<file path="config.mk">
export PLATFORM = sky130hd
export DESIGN_NAME = tcp_rx_op_queue
export DESIGN_NICKNAME = d
export VERILOG_FILES = /design/src/rtl/tcp_rx_op_queue_pkg.sv /design/src/rtl/tcp_desc_fifo.sv /design/src/rtl/tcp_rx_op_queue.sv
export SDC_FILE = /design/constraint.sdc
export NUM_CORES = 1
export LEC_CHECK = 0
export ABC_CLOCK_PERIOD_IN_PS = 9300
export CORE_MARGIN = 2
export CORE_UTILIZATION = 50
export CTS_CLUSTER_DIAMETER = 100
export DETAILED_ROUTE_END_ITERATION = 8
export PLACE_DENSITY_LB_ADDON = 0.2
export SYNTH_ARGS = -nofsm -noshare
export SYNTH_HDL_FRONTEND = slang
export SYNTH_SLANG_ARGS = --single-unit
</file>
<file path="constraint.sdc">
create_clock -name clk -period 9.3 [get_ports clk]
set_input_delay 1.86 -clock clk [delete_from_list [all_inputs] [get_ports clk]]
set_output_delay 1.86 -clock clk [all_outputs]
set_load 0.02 [all_outputs]
</file>
<file path="src/rtl/tcp_rx_op_queue_pkg.sv">
// Shared TCP receive-side definitions: flag positions, default port,
// and the descriptor layout that the queue stores.
package tcp_pkg;

    // Flag bit positions within the 6-bit flags field
    localparam int FLAG_FIN = 0;
    localparam int FLAG_SYN = 1;
    localparam int FLAG_RST = 2;
    localparam int FLAG_PSH = 3;
    localparam int FLAG_ACK = 4;
    localparam int FLAG_URG = 5;

    localparam logic [15:0] LOCAL_PORT_DEF = 16'hF718;

    localparam int PORT_W  = 16;
    localparam int FLAGS_W = 6;
    localparam int OPT_W   = 96;
    localparam int SEQ_W   = 32;
    localparam int LEN_W   = 16;
    localparam int WIN_W   = 16;
    localparam int DESC_W  = 2*PORT_W + FLAGS_W + OPT_W + 2*SEQ_W + LEN_W + WIN_W;

    // Descriptor as stored in the FIFO, source port in the MSBs
    typedef struct packed {
        logic [PORT_W-1:0]  src_port;
        logic [PORT_W-1:0]  dst_port;
        logic [FLAGS_W-1:0] flags;
        logic [OPT_W-1:0]   options;
        logic [SEQ_W-1:0]   seq_num;
        logic [SEQ_W-1:0]   ack_num;
        logic [LEN_W-1:0]   data_len;
        logic [WIN_W-1:0]   window;
    } tcp_desc_t;

    function automatic logic [DESC_W-1:0] desc_pack(input tcp_desc_t d);
        return d;
    endfunction

    function automatic tcp_desc_t desc_unpack(input logic [DESC_W-1:0] v);
        return tcp_desc_t'(v);
    endfunction

endpackage

</file>
<file path="src/rtl/tcp_desc_fifo.sv">
// Generic show-ahead synchronous FIFO. Head entry is read combinationally
// from the RAM at the read pointer; pointers carry one extra wrap bit.
module tcp_desc_fifo #(
    parameter int WIDTH = 8,
    parameter int DEPTH = 4
) (
    input  logic                     clk,
    input  logic                     rst,
    input  logic                     wr_en,
    input  logic [WIDTH-1:0]         wr_data,
    input  logic                     rd_en,
    output logic [WIDTH-1:0]         rd_data,
    output logic                     full,
    output logic                     empty,
    output logic [$clog2(DEPTH):0]   level
);
    localparam int AW = $clog2(DEPTH);

    logic [WIDTH-1:0] mem [DEPTH];
    logic [AW:0]      wr_ptr, rd_ptr;
    logic             push, pop;

    assign empty = (wr_ptr == rd_ptr);
    assign full  = (wr_ptr[AW] != rd_ptr[AW]) && (wr_ptr[AW-1:0] == rd_ptr[AW-1:0]);
    assign pop   = rd_en && !empty;
    // A pop in the same cycle frees the slot, so a full FIFO can still take a write
    assign push  = wr_en && (!full || pop);
    assign level = wr_ptr - rd_ptr;
    assign rd_data = mem[rd_ptr[AW-1:0]];

    // Pointer update; wrap bit handled by natural overflow
    always_ff @(posedge clk) begin
        if (rst) begin
            wr_ptr <= '0;
            rd_ptr <= '0;
        end else begin
            if (push) wr_ptr <= wr_ptr + 1'b1;
            if (pop)  rd_ptr <= rd_ptr + 1'b1;
        end
    end

    // Storage; cleared on reset so the idle head reads as zero
    always_ff @(posedge clk) begin
        if (rst) begin
            for (int i = 0; i < DEPTH; i++) mem[i] <= '0;
        end else if (push) begin
            mem[wr_ptr[AW-1:0]] <= wr_data;
        end
    end

endmodule

</file>
<file path="src/rtl/tcp_rx_op_queue.sv">
// Filters parsed TCP segments by checksum and destination port, queues
// accepted descriptors for the connection controller, counts drops.
module tcp_rx_op_queue
    import tcp_pkg::*;
#(
    parameter int          DEPTH      = 4,
    parameter logic [15:0] LOCAL_PORT = LOCAL_PORT_DEF,
    parameter int          CNT_W      = 16
) (
    input  logic                   clk,
    input  logic                   rst,
    input  logic                   rx_hdr_vld_i,
    input  logic                   rx_csum_ok_i,
    input  logic [15:0]            rx_source_port_i,
    input  logic [15:0]            rx_dest_port_i,
    input  logic [5:0]             rx_flags_i,
    input  logic [95:0]            rx_options_i,
    input  logic [31:0]            rx_seq_num_i,
    input  logic [31:0]            rx_ack_num_i,
    input  logic [15:0]            rx_data_len_i,
    input  logic [15:0]            rx_window_i,
    output logic                   tcp_op_rcv_o,
    output logic [15:0]            tcp_source_port_o,
    output logic [15:0]            tcp_dest_port_o,
    output logic [5:0]             tcp_flags_o,
    output logic [95:0]            tcp_options_o,
    output logic [31:0]            tcp_seq_num_o,
    output logic [31:0]            tcp_ack_num_o,
    output logic [15:0]            tcp_data_len_o,
    output logic [15:0]            tcp_window_o,
    input  logic                   tcp_op_rcv_rd_i,
    output logic [$clog2(DEPTH):0] q_level_o,
    output logic [CNT_W-1:0]       drop_port_cnt_o,
    output logic [CNT_W-1:0]       drop_csum_cnt_o,
    output logic [CNT_W-1:0]       drop_full_cnt_o
);
    tcp_desc_t              in_desc, head;
    logic [DESC_W-1:0]      head_vec;
    logic                   full, empty, pop_now, accept;
    logic                   drop_csum, drop_port, drop_full;
    logic [CNT_W-1:0]       cnt_max;

    assign cnt_max = {CNT_W{1'b1}};

    // Assemble the incoming descriptor from the parser fields
    always_comb begin
        in_desc          = '0;
        in_desc.src_port = rx_source_port_i;
        in_desc.dst_port = rx_dest_port_i;
        in_desc.flags    = rx_flags_i;
        in_desc.options  = rx_options_i;
        in_desc.seq_num  = rx_seq_num_i;
        in_desc.ack_num  = rx_ack_num_i;
        in_desc.data_len = rx_data_len_i;
        in_desc.window   = rx_window_i;
    end

    // Filter in priority order: checksum, then port, then space
    assign pop_now   = tcp_op_rcv_rd_i && !empty;
    assign drop_csum = rx_hdr_vld_i && !rx_csum_ok_i;
    assign drop_port = rx_hdr_vld_i && rx_csum_ok_i && (rx_dest_port_i != LOCAL_PORT);
    assign drop_full = rx_hdr_vld_i && rx_csum_ok_i && (rx_dest_port_i == LOCAL_PORT)
                       && full && !pop_now;
    assign accept    = rx_hdr_vld_i && rx_csum_ok_i && (rx_dest_port_i == LOCAL_PORT)
                       && (!full || pop_now);

    tcp_desc_fifo #(
        .WIDTH (DESC_W),
        .DEPTH (DEPTH)
    ) u_fifo (
        .clk     (clk),
        .rst     (rst),
        .wr_en   (accept),
        .wr_data (desc_pack(in_desc)),
        .rd_en   (tcp_op_rcv_rd_i),
        .rd_data (head_vec),
        .full    (full),
        .empty   (empty),
        .level   (q_level_o)
    );

    assign head              = desc_unpack(head_vec);
    assign tcp_op_rcv_o      = !empty;
    assign tcp_source_port_o = head.src_port;
    assign tcp_dest_port_o   = head.dst_port;
    assign tcp_flags_o       = head.flags;
    assign tcp_options_o     = head.options;
    assign tcp_seq_num_o     = head.seq_num;
    assign tcp_ack_num_o     = head.ack_num;
    assign tcp_data_len_o    = head.data_len;
    assign tcp_window_o      = head.window;

    // Saturating drop counters; at most one bumps per strobe
    always_ff @(posedge clk) begin
        if (rst) begin
            drop_port_cnt_o <= '0;
            drop_csum_cnt_o <= '0;
            drop_full_cnt_o <= '0;
        end else begin
            if (drop_csum && drop_csum_cnt_o != cnt_max) drop_csum_cnt_o <= drop_csum_cnt_o + 1'b1;
            if (drop_port && drop_port_cnt_o != cnt_max) drop_port_cnt_o <= drop_port_cnt_o + 1'b1;
            if (drop_full && drop_full_cnt_o != cnt_max) drop_full_cnt_o <= drop_full_cnt_o + 1'b1;
        end
    end

endmodule

</file>
==> results.cfg <==
[yosys]
synth_compound_area_frac = 0.00889
synth-seq-area-share = 0.697
synth_warnings = 0
syn_inst = 2774
synth-xor-area-share = 0.00446
yosysTopAreaCell = edfxtp_1
avgSynthCellArea_sq_um = 14.9
synthFlopType = edfxtp_1
synthTopCellsByArea = edfxtp_1 (67%), mux4_2 (13%), nor2_1 (8.4%)
synthAdderAreaFrac = 0.00261
synth_mux_area_frac = 0.127
synth-seq-cells = 976
synthDistinctLibCells = 50
synthArstFlopShare = 0
synth_edf_count = 920
syn_area_sq_um = 41200
yosys.area.top_type_share = 0.670
synth_top_family_by_area = simple AND/OR/NAND/NOR gates
synthSimpleGateAreaFrac = 0.137

[cells_and_area]
nets = 3504
layout-drive-gt1-share = 0.126
area_growth_pct = 22.9
utilization = 0.619

[sta]
period_minus_slack_ns = 5.45
holdWs_ns = 0.521
final_hold_viol_count = 0
fin_setup_tns_ns = 0
fin_skew_ns = 0.0222
setup_viol = 0
slew_viol_final = 0
grt_setup_unrepaired = no
worst_pin_slew_ns = 1.16
fmax_mhz = 184
slew-limit-headroom = 0.216
period_share = 0.586

[power_and_ir_drop]
peakVddDrop_mv = 0.142
leakage_nw = 17.0
power_density_nw_per_um2 = 187

[detailed_routing]
wl_per_cell_microns = 23.5
antenna_left = 0
routed_wl_microns = 104000
drc = 0
first_iter_violations = 2081
vias = 24900
drt_first_pass_iters = 7
vias_per_cell = 5.63

[floorplanning]
core_area_sq_um = 81800
io_pins = 517
initial_utilization = 0.504
die_area_sq_um = 84800
std_cell_rows = 105
die_h_microns = 291
die_x_microns = 291

[worst_setup_path]
ff2ff_path_depth = 9
worstPathArrival_ns = 3.59
cpMaxStageDelayCell = buf_4
critPathRequiredTime_ns = 7.44
criticalPathCategory = reg2out
critPathLaunchType = flip-flop
crit_fanout = 67
crit_family = buffers and inverters
worstReg2RegStart = u_fifo.wr_ptr[0]
cp-end-kind = output pin
r2r_end = u_fifo.mem[1][89]
cp.buffers_inverters = 2
crit_chain = buf_4, mux4_2, clkdlybuf4s50_1
max_stage_delay_ns = 0.91
r2r_setup_slack_ns = 4.95

[flow_run]
drv_cap = 0

[global_routing]
grt_pass1_vias = 25800
grt_max_degree = 176
grt_pass1_wl_microns = 157000
antenna_found_initial = 8
grt.total_usage = 0.244
grt-ovfl-total = 0

[placed_design]
gp_congestion = 0.842
numPortBuffers = 516
hpwl_microns = 59100

[status]
status = complete, no violations

[clock_network]
cts_resized = 0
ctsHoldBuffers = 0
h-tree-depth = 3
cts.sinks = 976
clkTransAtPathRegs_ns = 0.06
postCtsSetupBuffers = 0
cts_tree = yes
cts_buffers = 101
clockBufferDepth = 3
clk_latency_ns = 0.65
cts_root_buf = clkbuf_16

[hold_path]
hp-start = drop_full_cnt_o[15]
min_path_type = reg2reg
min_to = drop_full_cnt_o[15]
worstHoldPathCells = 2
==> per-stage QoR <==
step                      total power [mW]  area, sq um  instances  setup WS (ns)
after floorplan                       5.32        41300       2801          0.244
final                                 9.48        50700       4416           3.85
after CTS                             9.55        50600       4412           3.79
after detailed placement              5.56        47300       4228           3.18
after global placement                5.54        47300       4228           3.22
after global routing                  9.77        50600       4414           3.67
==> report_power, final <==
part | internal [mW] | switching [mW] | leakage (nW) | total, mW
Sequential | 4.94 | 0.0411 | 9.84 | 4.99
Combinational | 0.205 | 0.271 | 5.55 | 0.475
Clock | 2.39 | 1.63 | 1.62 | 4.02
Total | 7.53 | 1.94 | 17.0 | 9.48
==> tightest hold or removal path, cell delays in order, from the launching register on <==
cell	delay, ns
dfxtp_1	0.33
o21ai_0	0.08
a21oi_1	0.06
==> logic make-up after synthesis <==
family                     after synthesis
AOI/OAI and AO/OA                       65
and+or+nand+nor                       1267
xor gates and xnor gates                21
muxes                                  235
adders and majority gates                8
buffers and inverters                  201
DFF                                    976
other                                    1
==> synthesized netlist by cell type (all sizes together), types with 3 or more instances <==
library cell,count
or3,21
edfxtp,920
nand4,14
and2,4
nor2b,7
buf,85
o211ai,3
nand2,19
and3,5
o21ai,26
or4,6
nor2,920
ha,7
nand4b,4
nor4,3
nand2b,217
xnor2,9
inv,13
xor2,12
mux4,230
nand3b,3
nand3,26
and4,5
clkbuf,103
nor3,7
a21oi,27
dfxtp,56
mux2i,3
==> state kept, by name, summed over array words and instances, names as in the netlist, named ones only <==
signal	count
u_fifo.wr_ptr	3
u_fifo.mem	920
drop_port_cnt_o	16
drop_csum_cnt_o	16
u_fifo.rd_ptr	3
drop_full_cnt_o	16
==> worst max path at each step <==
stage,from,endpoint,slack [ns],cells past startpoint
after floorplan,rx_dest_port_i[1],u_fifo.mem[1][0],0.24,6
after global placement,rx_dest_port_i[1],u_fifo.mem[0][79],3.22,7
after detailed placement,rx_dest_port_i[1],u_fifo.mem[0][15],3.18,7
after CTS,flip-flop,tcp_ack_num_o[8],3.79,3
after global routing,rx_dest_port_i[1],u_fifo.mem[0][36],3.67,7
final,flip-flop,tcp_options_o[53],3.85,3
==> metal layers <==
metal,global-route usage,share of wire,up-vias
met5,0,0.00064,-
met4,0.0709,0.024,10
met3,0.0535,0.084,143
met2,0.411,0.51,990
met1,0.321,0.38,12700
li1,-,-,11000
==> cells in the final DEF, fill, tap and decap left out, types with 3 or more instances in the layout <==
cell	instances
edfxtp_1	920
nand4b_1	4
or4_1	5
buf_12	8
nand2b_4	3
and3_1	5
mux4_2	230
clkinv_2	15
nand2b_1	214
xor2_1	12
a21oi_1	27
conb_1	28
nand3_4	4
clkbuf_1	30
clkinv_1	12
o21ai_0	25
xnor2_1	9
and2_1	4
nor3_1	7
mux2i_1	3
or3_1	21
inv_1	13
clkbuf_8	10
nand4_1	14
bufinv_16	9
buf_4	21
nand3_1	22
clkbuf_16	105
nor2_1	920
o211ai_1	3
dfxtp_1	54
nand2_1	19
nor2b_1	7
and4_1	5
diode_2	4
clkdlybuf4s50_1	515
ha_1	7
==> area by class of cell <==
type	instances	area, sq um
Sequential cell	976	28800
Timing Repair Buffer	545	5490
Fill cell	6085	31200
Clock buffer	144	2860
Inverter	13	48.8
Multi-Input combinational cell	1624	11700
Clock inverter	40	453
Tap cell	1070	1340
Antenna cell	4	10.0
Power figures use the tool's default switching activity.
==> edit: new RTL, same flow settings <==
Put a register stage on the output `q_level_o`, with the module's reset. The value now appears one clock later. The other outputs are not delayed to match.
--- a/src/rtl/tcp_rx_op_queue.sv
+++ b/src/rtl/tcp_rx_op_queue.sv
@@ -36,2 +36,4 @@
 );
+
+    logic [$clog2(DEPTH):0] q_level_d;
     tcp_desc_t              in_desc, head;
@@ -78,3 +80,3 @@
         .empty   (empty),
-        .level   (q_level_o)
+        .level   (q_level_d)
     );
@@ -105,2 +107,10 @@
 
+    always_ff @(posedge clk) begin
+        if (rst) begin
+            q_level_o <= '0;
+        end else begin
+            q_level_o <= q_level_d;
+        end
+    end
+
 endmodule
Function: not settled (the Yosys comparison gave no result); the edit may change what the design does.
==> edit against the original RTL <==
- combinational power up 0.8%
- sequential share of layout area about the same
- worst setup slack worse by 310 ps
- area after synthesis about the same
- largest cell class unchanged
- cell area up 0.20%
- routed wire length down 0.80%
- total power down 0.21%
- sequential cell count up 3
==> edit: results (changes against the original RTL) <==
Psw -> 1.97 mW (was 1.94 mW)
Fin Clk Skew -> 29.9 ps (was 22.2 ps)
non-clock buffer count -> 542 (was 545)
GR Util All Layers -> 24.0% (was 24.4%)
global-route wire length before repair -> 155,000 um (was 157,000 um)
ANT cells -> 5 (was 4)
synthesized-area fraction occupied by adder cells -> 0.261% (about the same)
hold path start -> drop_full_cnt_o[9] (was drop_full_cnt_o[15])
Initial DRC Count -> 2,209 (was 2,081)
Sink Count -> 979 (was 976)
grt met2 use -> 40.5% (was 41.1%)
worst-path maximum fanout -> 34 (was 67)
Synth Instances -> 2,791 (was 2,774)
LEAKAGE -> 17.2 nW (was 17.0 nW)
status -> finished, final reports clean (unchanged)
layout cells sized above 1 -> 12.6% (about the same)
Area contributors post-synth -> edfxtp_1, mux4_2, nor2_1 (unchanged)
post-place instance area -> 47,400 um2 (was 47,300 um2)
Synth Area in Compound Gates -> 0.886% (was 0.889%)
Hold Path Sink -> drop_full_cnt_o[9] (was drop_full_cnt_o[15])
grt met1 use -> 32.0% (was 32.1%)
Critical Path AT -> 3900 ps (was 3590 ps)
Hold Slack -> 503 ps (was 521 ps)
flop2flop setup slack -> 4820 ps (was 4950 ps)
met3 routed WL -> 7210 um (was 8750 um)
## edit: cell types whose count changed in the layout (fill, tap and decap cells not counted), sizes merged, moves of 5 or more
| cell | unedited run | this run |
|---|---|---|
| a31oi | 0 | 7 |
| clkbuf | 145 | 121 |
| clkinv | 30 | 44 |
| nand2 | 19 | 30 |
| nand3 | 26 | 21 |
| nor2 | 920 | 930 |
| nor2b | 7 | 2 |
| nor3 | 7 | 18 |
| nor4 | 3 | 9 |
| o21ai | 26 | 18 |
| xnor2 | 9 | 14 |
## edit: worst max-delay path, stage by stage, from the launching register on
cell and delay, ps:
dfxtp_4 570, buf_4 650, buf_4 710, mux4_2 600
clkdlybuf4s50_1 650
## edit: power groups by stage
stage | registers [mW] | logic, mW | clock network [mW]
after floorplan | 5.08 | 0.219 | 0
after global placement | 5.05 | 0.482 | 0
after detailed placement | 5.06 | 0.482 | 0
after CTS | 4.97 | 0.485 | 4.08
after global routing | 4.97 | 0.508 | 4.25
final | 4.97 | 0.479 | 4.01
